`src/rtl/instr_fetch_unit.sv`:
```
// Fetch stage: PC, one outstanding imem read, one-entry instruction buffer (FETCH_MISALIGN_EN: sticky misaligned-target flag).
// Latency: grant in cycle N, rvalid in N+1, instr_valid in N+2; peak one instruction every two cycles.
// Backpressure: no request while the buffer is full and not being drained; imem_rvalid is never stalled.
module instr_fetch_unit #(
   parameter int unsigned           ADDR_WIDTH = 32,
   parameter logic [ADDR_WIDTH-1:0] RESET_PC   = '0
) (
   input  logic                  clk,
   input  logic                  rst_n,
   output logic                  imem_req,
   output logic [ADDR_WIDTH-1:0] imem_addr,
   input  logic                  imem_gnt,
   input  logic                  imem_rvalid,
   input  logic [31:0]           imem_rdata,
   output logic                  instr_valid,
   input  logic                  instr_ready,
   output logic [31:0]           instr,
   output logic [6:0]            op,
   output logic [ADDR_WIDTH-1:0] instr_pc,
   input  logic                  redirect,
   input  logic [ADDR_WIDTH-1:0] redirect_pc,
   output logic                  misalign_err
);

   typedef enum logic [1:0] {
      ST_RESET = 2'd0,
      ST_REQ   = 2'd1,
      ST_WAIT  = 2'd2,
      ST_DROP  = 2'd3
   } state_t;

   state_t                  state_q, state_d;
   logic [ADDR_WIDTH-1:0]   pc_q, pc_d;
   logic [ADDR_WIDTH-1:0]   req_pc_q, req_pc_d;
   logic                    vld_q, vld_d;
   logic [31:0]             dat_q, dat_d;
   logic [ADDR_WIDTH-1:0]   ipc_q, ipc_d;
   logic                    slot_free;
   logic [ADDR_WIDTH-1:0]   tgt_pc;

   assign slot_free = !vld_q || instr_ready;
   assign tgt_pc    = {redirect_pc[ADDR_WIDTH-1:2], 2'b00};

   always_comb begin
      state_d  = state_q;
      pc_d     = pc_q;
      req_pc_d = req_pc_q;
      vld_d    = vld_q;
      dat_d    = dat_q;
      ipc_d    = ipc_q;
      imem_req = 1'b0;

      if (vld_q && instr_ready) begin
         vld_d = 1'b0;
      end

      case (state_q)
         ST_RESET: begin
            state_d = ST_REQ;
         end
         ST_REQ: begin
            imem_req = slot_free;
            if (slot_free && imem_gnt) begin
               req_pc_d = pc_q;
               pc_d     = pc_q + ADDR_WIDTH'(4);
               state_d  = ST_WAIT;
            end
         end
         ST_WAIT: begin
            if (imem_rvalid) begin
               dat_d   = imem_rdata;
               ipc_d   = req_pc_q;
               vld_d   = 1'b1;
               state_d = ST_REQ;
            end
         end
         ST_DROP: begin
            if (imem_rvalid) begin
               state_d = ST_REQ;
            end
         end
         default: state_d = ST_RESET;
      endcase

      // A response landing in the redirect cycle retires the read, so DROP is only
      // entered when a response is still owed; otherwise DROP would wait forever.
      if (redirect) begin
         pc_d  = tgt_pc;
         vld_d = 1'b0;
         case (state_q)
            ST_REQ:  state_d = (imem_req && imem_gnt) ? ST_DROP : ST_REQ;
            ST_WAIT: state_d = imem_rvalid ? ST_REQ : ST_DROP;
            ST_DROP: state_d = imem_rvalid ? ST_REQ : ST_DROP;
            default: state_d = ST_REQ;
         endcase
      end
   end

   always_ff @(posedge clk or negedge rst_n) begin
      if (!rst_n) begin
         state_q  <= ST_RESET;
         pc_q     <= RESET_PC;
         req_pc_q <= '0;
      end else begin
         state_q  <= state_d;
         pc_q     <= pc_d;
         req_pc_q <= req_pc_d;
      end
   end

   always_ff @(posedge clk or negedge rst_n) begin
      if (!rst_n) begin
         vld_q <= 1'b0;
         dat_q <= '0;
         ipc_q <= '0;
      end else begin
         vld_q <= vld_d;
         dat_q <= dat_d;
         ipc_q <= ipc_d;
      end
   end

   assign imem_addr   = pc_q;
   assign instr_valid = vld_q;
   assign instr       = dat_q;
   assign op          = dat_q[6:0];
   assign instr_pc    = ipc_q;

`ifdef FETCH_MISALIGN_EN
   logic misalign_q;

   always_ff @(posedge clk or negedge rst_n) begin
      if (!rst_n) begin
         misalign_q <= 1'b0;
      end else if (redirect && (redirect_pc[1:0] != 2'b00)) begin
         misalign_q <= 1'b1;
      end
   end

   assign misalign_err = misalign_q;
`else
   logic unused_redirect_lsbs;

   assign unused_redirect_lsbs = ^redirect_pc[1:0];
   assign misalign_err         = 1'b0;
`endif

endmodule
```
`config.mk`:
```
export PLATFORM = sky130hd
export DESIGN_NAME = instr_fetch_unit
export DESIGN_NICKNAME = d
export VERILOG_FILES = /design/src/rtl/instr_fetch_unit.sv
export SDC_FILE = /design/constraint.sdc
export NUM_CORES = 1
export LEC_CHECK = 0
export BUFFER_PORTS_ARGS = -buffer_cell sky130_fd_sc_hd__buf_2
export CAP_MARGIN = 20
export CORE_ASPECT_RATIO = 0.9
export CORE_MARGIN = 2
export CORE_UTILIZATION = 55
export CTS_CLUSTER_DIAMETER = 80
export DETAILED_ROUTE_END_ITERATION = 8
export PLACE_DENSITY = 0.86
export SLEW_MARGIN = 20
export SYNTH_ARGS = -nofsm -noshare
export SYNTH_HDL_FRONTEND = slang
export SYNTH_SLANG_ARGS = --single-unit
```
`constraint.sdc`:
```
create_clock -name clk -period 3.3 [get_ports clk]
set_input_delay 0.66 -clock clk [delete_from_list [all_inputs] [get_ports clk]]
set_output_delay 0.66 -clock clk [all_outputs]
set_load 0.05 [all_outputs]
```
Word-level counts from Yosys, hierarchy flattened
Index checks and enable logic that the tools add are counted.
{ "totals": {"regBits": 131, "word_cells": 40, "latchBits": 0, "ramBits": 0, "output_inout_bits": 106, "rom_bits": 0, "n_memories": 0, "in_bits": 70} }
{ "op_classes": {"shift": 0, "order_cmp": 0, "eq_ne": 5, "mul": 0, "n_reduce_logical": 13, "n_bitwise": 0, "muxes": 15, "addsub": 1, "div": 0} }
{ "op_table": {"columns": ["operator", "n"], "rows": [
  ["32-bit two-way mux", 3],
  ["32-bit by 3-bit adder with 32-bit output, second input constant", 1],
  ["2-bit two-way mux", 5],
  ["2-bit AND reduction", 4],
  ["2-bit case mux with 3 select lines", 1],
  ["1-bit two-way mux", 5],
  ["2-bit equality test, second input constant", 2],
  ["2-bit case mux with 2 select lines", 1],
  ["2-bit nonzero test", 2],
  ["1-bit logical AND", 3],
  ["3-bit by 1-bit != test with 1-bit output, second input constant", 1],
  ["3-bit != test, second input constant", 1],
  ["2-bit by 1-bit equality test with 1-bit output, second input constant", 1],
  ["2-bit logical NOT", 1],
  ["2-bit OR reduction", 1],
  ["1-bit logical NOT", 1],
  ["1-bit logical OR", 1]
]} }

Logic depth before layout (Yosys ltp)
{ "logic_depth": {"depth_word": 7, "depth_mapped": 7, "mapped_depth_nobuf": 6} }

Worst setup path before layout
OpenSTA, ideal clock, no wires.
{ "synth_timing": {"path_type": "register to output", "start": "register vld_q (netlist: instr_valid)", "end": "output port imem_req", "t_arrival_ns": 1.468, "required_ns": 2.640, "path_stages_with_launch": 3, "setup_slack_ns": 1.172, "n_path_buf": 0, "path_cell_list": "dfrtp_1 nor2b_1 nor2_1"} }
{ "synth_via": {"elab_chain_cells": 3} }
{ "synth_lines": {"columns": ["item", "line", "source"], "rows": [
  ["start, declared", "35", "logic vld_q, vld_d;"],
  ["start signal, assigned", "117", "vld_q <= vld_d;"],
  ["1-bit logical NOT", "41", "assign slot_free = !vld_q || instr_ready;"],
  ["1-bit logical OR", "41", null],
  ["1-bit two-way mux", "57", "case (state_q)"],
  ["end, declared", "10", "output logic imem_req,"]
]} }
Every way passes these cells.

Final worst setup path
{ "layout_timing": {"start": "register state_q[1]", "end": "output port imem_req"} }
{ "layout_via": {"elab_chain_cells": 2} }
{ "layout_lines": {"columns": ["item", "line", "source"], "rows": [
  ["start, declared", "32", "state_t state_q, state_d;"],
  ["start signal, assigned", "105", "state_q <= state_d;"],
  ["2-bit by 1-bit equality test with 1-bit output", "57", null],
  ["1-bit two-way mux", "57", null]
]} }
Every way passes these cells.

==> impl_metrics.yaml <==
outcome:
  status: "finished clean"
place:
  place_inst: 689
  port_buffers: 168
  hpwlAfterDp_mm: 8.261
  place_ws_ns: 0.9304
  gp_congestion: 0.7625
  place_area_um2: 6272
floorplan:
  chipWidth_um: 108.4
  num_rows: 34
  num_io_pins: 176
  dieHeight_um: 97.94
  initial_utilization_pct: 56.09
  die_area_um2: 10610
  core_area_um2: 9614
synth:
  synth-seq-cells: 125
  netlist_instances: 419
  synth_top_family_by_area: "multiplexers"
  synth_area_leader_cell: "dfrtp_1"
  ys_seq_area_share_pct: 58.00
  synthSimpleGateAreaFrac_pct: 11.14
  yosysTopAreaCellShare_pct: 58.00
  synth_xor_area_share_pct: 4.710
  synthAdderAreaFrac_pct: 0.2320
  synth.mux.area_fraction_pct: 19.19
  yosys_warnings: 0
  synth_area_leaders: "dfrtp_1 (58%), mux2_2 (19%), xnor2_1 (3.6%)"
  synth_compound_area_share_pct: 3.063
  yosys.cell_types.count: 36
  syn_area_um2: 5393
  syn-mean-instance-area_um2: 12.87
layout:
  fin_util_pct: 72.03
  area_growth_pct: 28.42
  register_area_um2: 3128
  layout_commonest_cell: "buf_2"
  layout_common_cells: "buf_2 (167), dfrtp_1 (125), mux2_2 (91), nand2_1 (45), xnor2_1 (22)"
  stdcell_area_um2: 6925
  layout-drive-gt1-share_pct: 51.60
  fill_cells: 720
  multi_input_area_um2: 2086
  final_cells: 721
  n_antenna_cell: 0
  fin_nets: 653
detailed_routing:
  dr.pass1.iters: 5
  wl_per_cell_um: 16.46
  vias: 3830
  dr.first_iter.drc_count: 118
  ant_nets: 0
  drc: 0
  vias_per_cell: 5.312
  wirelength_mm: 11.87
timing:
  fmax_mhz: 455.1
  period_needed_ns: 2.197
  worst_pin_slew_ns: 0.9571
  tns_ns: 0
  fin_skew_ns: 0.01010
  maxSlewViolCount: 0
  rsz0062_at_grt: "false"
  fin_crit_sh_pct: 66.59
  hold_viol_final: 0
  setup_viol: 0
  max-slew-margin-rel_pct: 36.19
  timing.final.ws_setup_ns: 1.103
critical_path:
  cp.required_ns: 2.64
  cpPeakStageDelay_ns: 0.40
  cp-start-kind: "register"
  worstPathArrival_ns: 1.54
  critPathKind: "register to output port"
  cp_slowest_cell: "dfrtp_1"
  crit_chain: "nand2b_1 > nor2_1 > buf_2"
  cp-end-kind: "output port"
  cp_max_fo: 4
worst_hold_path:
  min-delay-path-class: "input pin to asynchronous set/reset pin"
cts:
  cts_buffers: 17
  htree_levels: 4
  max-clock-path-buffers: 2
  clk_pin_slew_ns: 0.06
  clk_latency_ns: 0.51
  cts_hold_buf: 0
  postCtsResizedCells: 0
  cts_num_sinks: 125
  cts_tree: "yes"
  cts_setup_buffers: 0
  clock-root-buffer: "clkbuf_8"
power_and_ir_drop:
  irDropWorstVdd_v: 0.0007285
  p_leak_uw: 0.003330
  power_density_nw_per_um2: 1038
run:
  drv_cap: 0
grt:
  grt_pass1_vias: 3921
  overflow: 0
  grt.total_usage_pct: 23.57
  grt_max_degree: 78
  grt_pass1_wl_mm: 19.26
  antenna_found_initial: 0
[path summary, 6_finish.rpt]
check | from | to | slack, ns | depth (start not counted)
worst min register to register | req_pc_q[15] | req_pc_q[15] | 0.49 | 2
worst min-delay path | rst_n | req_pc_q[19] | 0.18 | 1
worst max-delay path | state_q[1] | imem_req | 1.10 | 3
max in group asynchronous | rst_n | imem_addr[31] | 2.30 | 2
worst max register to register | imem_addr[2] | imem_addr[18] | 1.17 | 6
min in group clk | redirect_pc[6] | imem_addr[6] | 0.37 | 3
[routing by layer]
| metal | vias to the layer above | wire length, um | track usage, % |
|---|---|---|---|
| met1 | 1914 | 4977 | 29.19 |
| met2 | 122 | 5938 | 39.14 |
| met4 | 0 | 130 | 7.495 |
| met3 | 13 | 820 | 7.944 |
| met5 | - | 0 | 0 |
| li1 | 1781 | - | - |
[report_power, final]
part	leakage (uW)	internal [uW]	switching [uW]
clock network	0.000309	1350	675
logic	0.00148	754	2040
registers	0.00154	2060	304
[worst max-delay path: cells and delay by family (launching register included)]
family | cells | cell delay, ns
buffers and inverters | 1 | 0.30
flip-flops | 1 | 0.40
AND/OR/NAND/NOR | 2 | 0.34
[state kept, by name, indices dropped and copies added, names as in the netlist]
name         flops
imem_addr       30
instr           32
instr_pc        30
instr_valid      1
req_pc_q        30
state_q          2
[synth_stat cells, drive strengths merged]
cell,n
nand2,45
and4,5
nand3,10
nor3,4
dfrtp,125
nand3b,1
ha,1
nor2b,1
and3,4
and2,2
xor2,7
buf,22
mux2,91
inv,2
nand2b,4
nor4,14
xnor2,22
conb,1
clkbuf,11
a21oi,1
mux2i,1
nand4,7
and2b,1
nor4b,1
o21ai,32
nor2,4
[logic make-up (layout without fill, tap and decap cells)]
kind of cell    count (synthesis)  in the layout
buf+inv                        35            207
other cells                     1              5
flops                         125            125
compound gates                 33             33
simple gates                  103            103
mux                            92             92
fa+ha+maj                       1              1
xor+xnor                       29             29
[cell type report]
type / instances / area share, %
sequential: 125 / 45.17
multi-input combinational: 263 / 30.12
timing repair buffer: 173 / 12.90
clock buffer: 20 / 6.432
clock inverter: 12 / 2.999
tap: 126 / 2.276
inverter: 2 / 0.1084
[through the flow]
step / power [uW] / hold WS, ns
final: 7187 / 0.1767
after global routing: 7492 / 0.1985
after CTS: 7254 / 0.1674
after detailed placement: 5204 / 0.4826
after global placement: 5103 / 0.4640
after floorplan: 4560 / 0.3644
No activity file was read; power rests on OpenSTA's default activity.
